$ cat config.mk
export PLATFORM = sky130hd
export DESIGN_NAME = imm_ext_sched
export DESIGN_NICKNAME = d
export VERILOG_FILES = /design/src/rtl/imm_ext_sched.sv
export SDC_FILE = /design/constraint.sdc
export NUM_CORES = 1
export LEC_CHECK = 0
export ABC_CLOCK_PERIOD_IN_PS = 1470
export CORE_MARGIN = 10
export CORE_UTILIZATION = 38
export DETAILED_ROUTE_END_ITERATION = 7
export GPL_TIMING_DRIVEN = 0
export PLACE_DENSITY = 0.75
export SYNTH_ARGS = -nofsm -noshare
export SYNTH_HDL_FRONTEND = slang
export SYNTH_SLANG_ARGS = --single-unit
$ cat constraint.sdc
create_clock -name CLK -period 1.47 [get_ports CLK]
set_input_delay 0.147 -clock CLK [delete_from_list [all_inputs] [get_ports CLK]]
set_output_delay 0.147 -clock CLK [all_outputs]
set_load 0.01 [all_outputs]
$ cat src/rtl/imm_ext_sched.sv
// Shares one immediate extender between two requesters. Arbitration is round-robin and the result is registered.
// A result appears 2 edges after the request. The held result stalls new grants until Ready. Optional feature: IMM_EXT_LUI_EN.
module imm_ext_sched #(
  parameter int IMM_W = 16,
  parameter int OUT_W = 32
) (
  input  logic             CLK,
  input  logic             Reset_L,
  input  logic             Req0,
  input  logic             Req1,
  input  logic [IMM_W-1:0] Imm0,
  input  logic [IMM_W-1:0] Imm1,
  input  logic             Ctrl0,
  input  logic             Ctrl1,
  input  logic             Lui0,
  input  logic             Lui1,
  output logic             Ack0,
  output logic             Ack1,
  output logic [OUT_W-1:0] BusImm,
  output logic             Valid,
  output logic             Id,
  input  logic             Ready,
  output logic             Busy
);

  localparam int PAD = OUT_W - IMM_W;

  localparam logic [1:0] IDLE = 2'd0;
  localparam logic [1:0] EXT  = 2'd1;
  localparam logic [1:0] RESP = 2'd2;

  logic [1:0]       state;
  logic             pri;
  logic [IMM_W-1:0] lat_imm;
  logic             lat_ctrl;
  logic             lat_id;
  logic             arb_pri;
  logic             win;
  logic             do_grant;
  logic [OUT_W-1:0] ext;

  // On a handshake the pointer update and the new arbitration happen on the same edge.
  assign arb_pri  = (state == RESP) ? ~Id : pri;
  assign win      = (Req0 && Req1) ? arb_pri : Req1;
  assign do_grant = (Req0 || Req1) && ((state == IDLE) || ((state == RESP) && Ready));

`ifdef IMM_EXT_LUI_EN
  logic lat_lui;

  always_comb begin
    ext = lat_ctrl ? {{PAD{1'b0}}, lat_imm} : {{PAD{lat_imm[IMM_W-1]}}, lat_imm};
    if (lat_lui) ext = {lat_imm, {PAD{1'b0}}};
  end

  always_ff @(posedge CLK or negedge Reset_L) begin
    if (!Reset_L)      lat_lui <= 1'b0;
    else if (do_grant) lat_lui <= win ? Lui1 : Lui0;
  end
`else
  logic unused_lui;
  assign unused_lui = Lui0 | Lui1;

  always_comb begin
    ext = lat_ctrl ? {{PAD{1'b0}}, lat_imm} : {{PAD{lat_imm[IMM_W-1]}}, lat_imm};
  end
`endif

  always_ff @(posedge CLK or negedge Reset_L) begin
    if (!Reset_L) begin
      state    <= IDLE;
      pri      <= 1'b0;
      lat_imm  <= '0;
      lat_ctrl <= 1'b0;
      lat_id   <= 1'b0;
      Ack0     <= 1'b0;
      Ack1     <= 1'b0;
      BusImm   <= '0;
      Valid    <= 1'b0;
      Id       <= 1'b0;
      Busy     <= 1'b0;
    end else begin
      Ack0 <= 1'b0;
      Ack1 <= 1'b0;
      case (state)
        EXT: begin
          BusImm <= ext;
          Valid  <= 1'b1;
          Id     <= lat_id;
          state  <= RESP;
        end
        RESP: begin
          if (Ready) begin
            Valid <= 1'b0;
            pri   <= ~Id;
            state <= IDLE;
            Busy  <= 1'b0;
          end
        end
        IDLE: ;
        default: begin
          state <= IDLE;
          Busy  <= 1'b0;
        end
      endcase
      if (do_grant) begin
        lat_imm  <= win ? Imm1 : Imm0;
        lat_ctrl <= win ? Ctrl1 : Ctrl0;
        lat_id   <= win;
        Ack0     <= ~win;
        Ack1     <= win;
        state    <= EXT;
        Busy     <= 1'b1;
      end
    end
  end

endmodule

==> impl_metrics.ini, run 1 <==
[clock_network]
clk_path_buf_depth = 2
cts_sinks = 43
clk_pin_slew_ps = 80
cts_buffers = 5
cts.htree.levels = 2
root_buffer = clkbuf_8
cts_tree = built
clock_latency_ps = 290

[yosys]
seq_area_frac_synth = 0.5658
yosysUniqueCellTypes = 22
ys.warnings.count = 0
ys_seq_elements = 43
synth_nets = 200
synth_area_sq_mm = 0.001902
synthCells = 159
synth.avg_cell_area_sq_um = 11.96

[critical_path]
regToRegSetupSlack_ps = -70
cp.required_ps = 1650
cp_max_fo = 6
cp-start-kind = flip-flop
cpPeakStageDelay_ps = 440
critPathBufInv = 2
cp_cell_sequence = nor2b_4 > o311a_1 > buf_6 > buf_12 > mux2i_2 > a21oi_1
critPathCaptureType = flip-flop
cp_top_family = flip-flops
cp.arrival_ps = 1720
worstSetupPathType = reg2reg
critPathSlowestCell = dfrtp_2

[timing]
worst_slew_pin_slew_ps = 513.4
rsz0062_at_grt = true
period_minus_slack_ps = 1540
setup_slack_ps = -69.58
fmax_ghz = 0.6495
max-slew-margin-rel = 0.6577
setup_tns_ps = -775.8
period_share = 1.047
finalSetupViolations = 17
slew_violations = 0
hold_viol = 0
fin_skew_ps = 5.668

[power_and_ir_drop]
powerDensity_mw_per_mm2 = 1899
ir_worst_vdd_mv = 1.030
leakage_nw = 1.354

[floorplanning]
dieWidth_um = 90.75
core_area_sq_mm = 0.004786
start_util = 0.3974
num_io_pins = 78
dieArea_sq_mm = 0.008235
rows = 25
die_y_um = 90.75

[global_routing]
grt_most_used_layer = met2
grt_pass1_vias = 1540
grt_util_all_layers = 0.1197
grt_overflow_total = 0
antenna_found_initial = 0
grt_pass1_wl_um = 8017
met2_usage = 0.1923
grt_max_degree = 24
met3_usage = 0.04821
use_met1 = 0.1399

[hold_path]
min_path_type = in2async

[cells_and_area]
layout.cells.non_filler = 320
antenna_cells = 0
drive_gt1_frac = 0.2806
syn_to_final_growth_pct = 59.28
fill_cells = 404
final_nets = 293

[place]
portBuffers = 75
post-dp-hpwl_um = 3556
dp_cells = 302
pre_cts_ws_ps = -362.5
place_congestion = 0.6650

[detailed_routing]
drc_errors = 0
dr_total_vias = 1469
via_per_inst = 4.591
routed_wirelength_um = 4888
antenna_left = 0
wire_per_inst_um = 15.28
first_iter_violations = 60
drtPass1Iterations = 4

[outcome]
status = complete, but fails checks
violations = setup timing

[run]
drv_cap = 0
-- worst register-to-register path: stages, from the launching register on --
cell	delay [ps]
dfrtp_2	440
nor2b_4	140
o311a_1	300
buf_6	150
buf_12	140
mux2i_2	170
a21oi_1	80
-- cell usage in the layout, fill, tap and decap left out, drive strengths merged, types with 5 or more instances in the layout --
cell,n
a21oi,18
dfrtp,43
mux2,17
nor2,20
buf,32
mux2i,17
clkbuf,9
nand2,5
clkdlybuf4s50,58
dlygate4sd2,16
-- metrics by stage --
step             util  hold slack [ps]  total power, W  area [sq um]
2_1_floorplan       -           -148.6        0.003475          1902
3_3_place_gp   0.5718            458.5        0.004696          2736
3_5_place_dp   0.5765            149.9        0.004778          2759
4_1_cts        0.6188            364.3        0.005711          2962
5_1_grt        0.6329            398.6        0.006163          3029
6_report       0.6329            349.1        0.005752          3029
-- cell type report --
type                    count  area (sq um)  share of cell area
repair buffers             86         867.1              0.2862
well taps                  67         83.83             0.02767
flip-flops and latches     43          1080              0.3565
clock buffers               8         100.1             0.03304
inverters                   3         18.77            0.006196
plain buffers              22         183.9             0.06072
multi-input cells          91         695.7              0.2297
-- layer usage --
layer	vias up	routed length, um	part of all wire
li1	714	-	-
met1	697	2026	0.41
met2	51	2367	0.48
met3	7	443	0.091
met4	0	52	0.011
met5	-	0	0
-- report_power, final --
group | total [W] | internal (W) | leakage, nW | switching (W)
combinational | 0.00287 | 0.00171 | 0.818 | 0.00116
sequential | 0.00206 | 0.00175 | 0.484 | 0.000305
clock | 0.000822 | 0.000429 | 0.0515 | 0.000393
-- flip-flops by register name, indices dropped and copies added, names as in the netlist --
name,cells
Ack0,1
Valid,1
state,2
lat_ctrl,1
BusImm,17
lat_imm,16
Busy,1
lat_id,1
Ack1,1
Id,1
pri,1
-- cell usage after synthesis --
| master | count | area, sq um |
|---|---|---|
| nor2b_1 | 2 | 12.51 |
| and2_1 | 1 | 6.260 |
| a21o_1 | 1 | 7.510 |
| a21oi_1 | 18 | 90.09 |
| nand2b_1 | 2 | 12.51 |
| clkbuf_1 | 1 | 3.750 |
| buf_6 | 1 | 11.26 |
| o21ai_0 | 4 | 20.02 |
| buf_4 | 16 | 120.1 |
| nor2_1 | 20 | 75.07 |
| buf_2 | 3 | 15.01 |
| a21bo_2 | 1 | 10.01 |
| mux2_2 | 17 | 191.4 |
| buf_12 | 1 | 20.02 |
| dfrtp_1 | 43 | 1076 |
| nand2_1 | 5 | 18.77 |
| nand4b_1 | 1 | 8.760 |
| inv_1 | 2 | 7.510 |
| or3_4 | 1 | 11.26 |
| o311a_1 | 1 | 10.01 |
| inv_2 | 1 | 3.750 |
| mux2i_1 | 17 | 170.2 |
-- repair_timing --
item,4_1_cts,5_1_grt
pin swaps,9,11
cloned,1,0
endpoints found under the hold margin,20,0
setup endpoints to repair,42,18
buffers inserted,6,2
hold buffers,1,0
resized for setup,28,13
-- worst paths after layout --
kind                              endpoint  depth (start not counted)      from
worst min register to register        Busy                          2      Busy
worst max-delay path            lat_imm[0]                          6  state[1]
max in group asynchronous         state[0]                          3   Reset_L
min in group CLK                lat_imm[3]                          3   Imm0[3]
worst min-delay path            lat_imm[3]                          2   Reset_L
worst max register to register  lat_imm[0]                          6  state[1]
-- cell families after synthesis --
| family | share of synthesized area |
|---|---|
| compound gates | 0.07237 |
| buf+inv | 0.09539 |
| flops | 0.5658 |
| mux | 0.1901 |
| simple gates | 0.07632 |
Power figures use the tool's default switching activity.
==> run 2: changes to the inputs <==
--- a/config.mk
+++ b/config.mk
@@ -6,7 +6,6 @@
 export NUM_CORES = 1
 export LEC_CHECK = 0
 export ABC_CLOCK_PERIOD_IN_PS = 1470
-export CORE_MARGIN = 10
 export CORE_UTILIZATION = 38
 export DETAILED_ROUTE_END_ITERATION = 7
 export GPL_TIMING_DRIVEN = 0
==> run 2 against run 1 <==
Against the previous run: the run still ends with setup timing left; clock skew decreased by 0.90 ps; first-iteration DRC count up 27%; sequential share of layout area rose by 0.56 points; global-route usage rose by 5.2 points; cell area fell by 1.7%; combinational power fell by 2%; final cell count unchanged; non-clock buffer count is the same; fmax is 1.4% higher; power is 3.2% lower; critical path type unchanged; largest cell class unchanged.
==> impl_metrics.ini, run 2 (same netlist as run 1, synthesis figures left out) <==
[timing]
holdWs_ps = 363.0
period_share = 1.033
max-slew-margin-rel = 0.6471
fmax_ghz = 0.6586
hold_viol = 0
setup_slack_ps = -48.45
period_minus_slack_ps = 1518
fin_skew_ps = 4.771
finalSetupViolations = 16
worst_slew_pin_slew_ps = 529.3
rsz0062_at_grt = true
slew_violations = 0

[floorplanning]
num_io_pins = 78
rows = 25
start_util = 0.4000
core_area_sq_mm = 0.004755
dieArea_sq_mm = 0.005292
dieWidth_um = 72.75
die_y_um = 72.75

[power_and_ir_drop]
ir_worst_vdd_mv = 0.9191
powerDensity_mw_per_mm2 = 1870
power_frac_comb = 0.502
swShare = 0.3213
clkPwrFrac = 0.127
seq_power_share = 0.371
leakage_nw = 1.347
switching_power_w = 0.001790
p_int_w = 0.003780

[global_routing]
grt_pass1_vias = 1406
grt_pass1_wl_um = 6706
grt_util_all_layers = 0.1720
grt_overflow_total = 0
antenna_found_initial = 0
grt_max_degree = 23

[cells_and_area]
drive_gt1_frac = 0.2530
final_util = 0.6266
syn_to_final_growth_pct = 56.64
largest_registers = BusImm x17, lat_imm x16, state x2
top_register = BusImm
final_cell_mix = clkdlybuf4s50_1, dfrtp_1, buf_4
antenna_cells = 0
largest_register_ffs = 17
final_nets = 293
layout_commonest_cell = clkdlybuf4s50_1

[critical_path]
cp.required_ps = 1650
reg2regPathDepth = 6
reg2reg_to = lat_imm[7]
r2r_start = state[1]
regToRegSetupSlack_ps = -50
cp_max_fo = 8
cp.arrival_ps = 1700
crit_start = state[1]
critPathCaptureType = flip-flop
endpoint = lat_imm[7]
worstSetupPathType = reg2reg
cp-start-kind = flip-flop

[clock_network]
clk_pin_slew_ps = 80
cts.htree.levels = 2
cts_tree = built
cts_sinks = 43
root_buffer = clkbuf_8
clock_latency_ps = 290
cts_buffers = 5
clk_path_buf_depth = 2

[run]
drv_cap = 0

[detailed_routing]
first_iter_violations = 76
via_per_inst = 4.556
routed_wirelength_um = 4094
wire_per_inst_um = 12.79
drtPass1Iterations = 2
dr_total_vias = 1458
drc_errors = 0
antenna_left = 0

[place]
portBuffers = 75
place_congestion = 0.6784
post-dp-hpwl_um = 2905

[outcome]
violations = setup timing
status = complete, but fails checks

[hold_path]
min_path_type = in2async
[run 2: changes by cell type in the layout (fill, tap and decap cells not counted), moves of 2 or more]
cell and change:
mux2i_4 -2, a21oi_1 +2, mux2i_1 +3, a21oi_2 -2, clkbuf_8 -2
[run 2: timing repair]
action / 4_1_cts / 5_1_grt
hold buffers: 1 / 0
endpoints found under the hold margin: 21 / 0
setup buffers: 6 / 2
gates resized for setup: 29 / 6
pin swaps: 13 / 7
cloned: 1 / 0
endpoints found under the setup margin: 42 / 19
[run 2: worst min-delay path by stage]
stage	start	endpoint	slack, ps	cells after the start
floorplan	Reset_L	Ack0	-150	0
global placement	lat_id	lat_id	460	1
detailed placement	Reset_L	Valid	150	1
CTS	Reset_L	Valid	380	2
global route	Reset_L	Valid	400	2
finish	Reset_L	Valid	360	2
[run 2: per-stage QoR]
step,cell area (sq um),instances,setup TNS [ps],setup slack [ps],total power (W)
after global placement,2736,301,-41830,-832.3,0.004646
after global routing,2979,320,-1404,-111.0,0.005955
after floorplan,1902,159,0,20.24,0.003475
after detailed placement,2759,302,-6110,-336.9,0.004735
after CTS,2947,318,-933.2,-78.46,0.005563
final,2979,320,-310.4,-48.45,0.005570
[run 2: power groups by stage]
stage | Combinational (W) | Clock, W | Sequential [W]
3_5_place_dp | 0.00262 | 0 | 0.00212
5_1_grt | 0.00304 | 0.000777 | 0.00214
2_1_floorplan | 0.00130 | 0 | 0.00218
3_3_place_gp | 0.00255 | 0 | 0.00209
4_1_cts | 0.00277 | 0.000721 | 0.00207
6_report | 0.00280 | 0.000710 | 0.00206
[run 2: per-layer routing]
metal / vias up / wire [um] / part of all wire / global-route usage
met1: 689 / 1741 / 0.43 / 0.2174
met2: 55 / 1989 / 0.49 / 0.2741
met4: 0 / 58 / 0.014 / 0.07843
met3: 7 / 305 / 0.074 / 0.04972
li1: 707 / - / - / -
met5: - / 0 / 0 / 0
[run 2: area by class of cell]
class / count / area (sq um)
Fill cell: 418 / 1775
Sequential cell: 43 / 1079
Timing Repair Buffer: 86 / 863.3
Multi-Input combinational cell: 91 / 659.4
Buffer: 22 / 193.9
Tap cell: 67 / 83.83
Clock buffer: 7 / 76.32
Inverter: 3 / 18.77
Clock inverter: 1 / 5.005
[run 2: critical path: stages, from the launching register on]
cell and delay, ps:
dfrtp_1 420, nor2b_4 140, o311a_1 300, buf_6 150
buf_12 140, mux2i_2 180, a21oi_2 70
==> run 3: changes to the inputs <==
--- a/config.mk
+++ b/config.mk
@@ -6,10 +6,10 @@
 export NUM_CORES = 1
 export LEC_CHECK = 0
 export ABC_CLOCK_PERIOD_IN_PS = 1470
-export CORE_UTILIZATION = 38
+export CORE_UTILIZATION = 35
 export DETAILED_ROUTE_END_ITERATION = 7
 export GPL_TIMING_DRIVEN = 0
-export PLACE_DENSITY = 0.75
+export PLACE_DENSITY = 0.7
 export SYNTH_ARGS = -nofsm -noshare
 export SYNTH_HDL_FRONTEND = slang
 export SYNTH_SLANG_ARGS = --single-unit
==> run 3 against run 2 <==
Against the previous run: critical endpoint is now lat_imm[2]; routed wire length rose by 0.39%; critical path type unchanged; the flow still finishes with violations (setup timing); largest power group unchanged; fmax shrank 2.7%; critical path depth did not move.
==> impl_metrics.ini, run 3 (same netlist as run 1, synthesis figures left out) <==
[outcome]
status = complete, but fails checks
violations = setup timing

[global_routing]
antenna_found_initial = 0
grt_pass1_vias = 1412
grt_util_all_layers = 0.1554
grt_pass1_wl_um = 6444
grt_max_degree = 27
grt_overflow_total = 0

[floorplanning]
core_area_sq_mm = 0.005172
die_y_um = 75.72
num_io_pins = 78
dieArea_sq_mm = 0.005733
rows = 26
start_util = 0.3677
dieWidth_um = 75.72

[power_and_ir_drop]
powerDensity_mw_per_mm2 = 1876
total_power_w = 0.005643
leakage_nw = 1.351
ir_worst_vdd_mv = 0.7857

[critical_path]
cp.arrival_ps = 1730
critPathSlowestCell = dfrtp_1
cp_top_family = compound AO/OA/AOI/OAI gates
cpPeakStageDelay_ps = 410
reg2reg_to = lat_imm[2]
cp-start-kind = flip-flop
critPathCaptureType = flip-flop
cp_max_fo = 5
worstSetupPathType = reg2reg
crit_cells = 6
regToRegSetupSlack_ps = -90
cp.required_ps = 1640
crit_start = state[1]
reg2regPathDepth = 6
r2r_start = state[1]
endpoint = lat_imm[2]
cp_cell_sequence = nor2b_4 > o311a_1 > buf_6 > buf_12 > mux2i_2 > a21oi_1
critPathBufInv = 2

[timing]
fin_skew_ps = 4.461
fmax_ghz = 0.6409
setup_tns_ps = -721.5
worst_slew_pin_slew_ps = 445.2
hold_viol = 0
finalSetupViolations = 17
period_minus_slack_ps = 1560
period_share = 1.061
max-slew-margin-rel = 0.7032
setup_slack_ps = -90.26
rsz0062_at_grt = true
slew_violations = 0

[detailed_routing]
routed_wirelength_um = 4110
drtPass1Iterations = 4
wire_per_inst_um = 12.72
dr_total_vias = 1454
drc_errors = 0
via_per_inst = 4.502
first_iter_violations = 29
antenna_left = 0

[cells_and_area]
fill_cells = 452
final_cell_mix = clkdlybuf4s50_1, dfrtp_1, buf_4
layout_commonest_cell = clkdlybuf4s50_1
largest_registers = BusImm x17, lat_imm x16, state x2
top_register = BusImm
drive_gt1_frac = 0.2648
largest_register_ffs = 17
final_util = 0.5815
syn_to_final_growth_pct = 58.16
antenna_cells = 0
final_nets = 293
multiInputGateArea_sq_um = 675.6
regArea_sq_mm = 0.001079

[place]
post-dp-hpwl_um = 2760
place_congestion = 0.6610
portBuffers = 75

[clock_network]
cts_sinks = 43
cts_tree = built
clock_latency_ps = 280
clk_pin_slew_ps = 80
cts.htree.levels = 2
clk_path_buf_depth = 2
root_buffer = clkbuf_8
cts_buffers = 5

[run]
drv_cap = 0

[hold_path]
min_path_type = in2async
## run 3: repair_timing
action / 4_1_cts / 5_1_grt
pin swaps: 13 / 7
setup endpoints to repair: 42 / 17
gates resized for setup: 30 / 7
gates cloned: 1 / 0
endpoints found under the hold margin: 17 / 0
hold buffers: 1 / 0
setup buffers: 7 / 1
## run 3: worst min path at each step
stage,from,endpoint,slack [ps],cells after the start
2_1_floorplan,Reset_L,Ack0,-150,0
3_3_place_gp,lat_id,lat_id,460,1
3_5_place_dp,Reset_L,Valid,110,1
4_1_cts,Reset_L,Valid,350,2
5_1_grt,Reset_L,Busy,360,2
6_report,Reset_L,Valid,340,2
## run 3: area by class of cell
cell class	instances	area share
Clock buffer	8	0.03328
Inverter	3	0.006240
Tap cell	70	0.02912
Sequential cell	43	0.3586
Multi-Input combinational cell	91	0.2246
Buffer	22	0.06240
Timing Repair Buffer	86	0.2858
## run 3: metrics by stage
stage | area (sq um) | hold slack, ps | cells | setup WS [ps]
5_1_grt | 3008 | 361.1 | 323 | -120.9
6_report | 3008 | 344.0 | 323 | -90.26
4_1_cts | 2970 | 350.4 | 322 | -54.90
3_3_place_gp | 2740 | 458.2 | 304 | -865.0
3_5_place_dp | 2755 | 112.0 | 305 | -321.2
2_1_floorplan | 1902 | -148.6 | 159 | 20.24
## run 3: power breakdown
part           total (W)  internal, W  switching [W]
clock network   0.000799     0.000429       0.000371
logic            0.00280      0.00169        0.00111
registers        0.00204      0.00175       0.000292
## run 3: per-layer routing
metal	track usage	part of all wire
met1	0.1874	0.43
met2	0.2639	0.48
met3	0.05159	0.074
met4	0.04938	0.011
met5	0	0
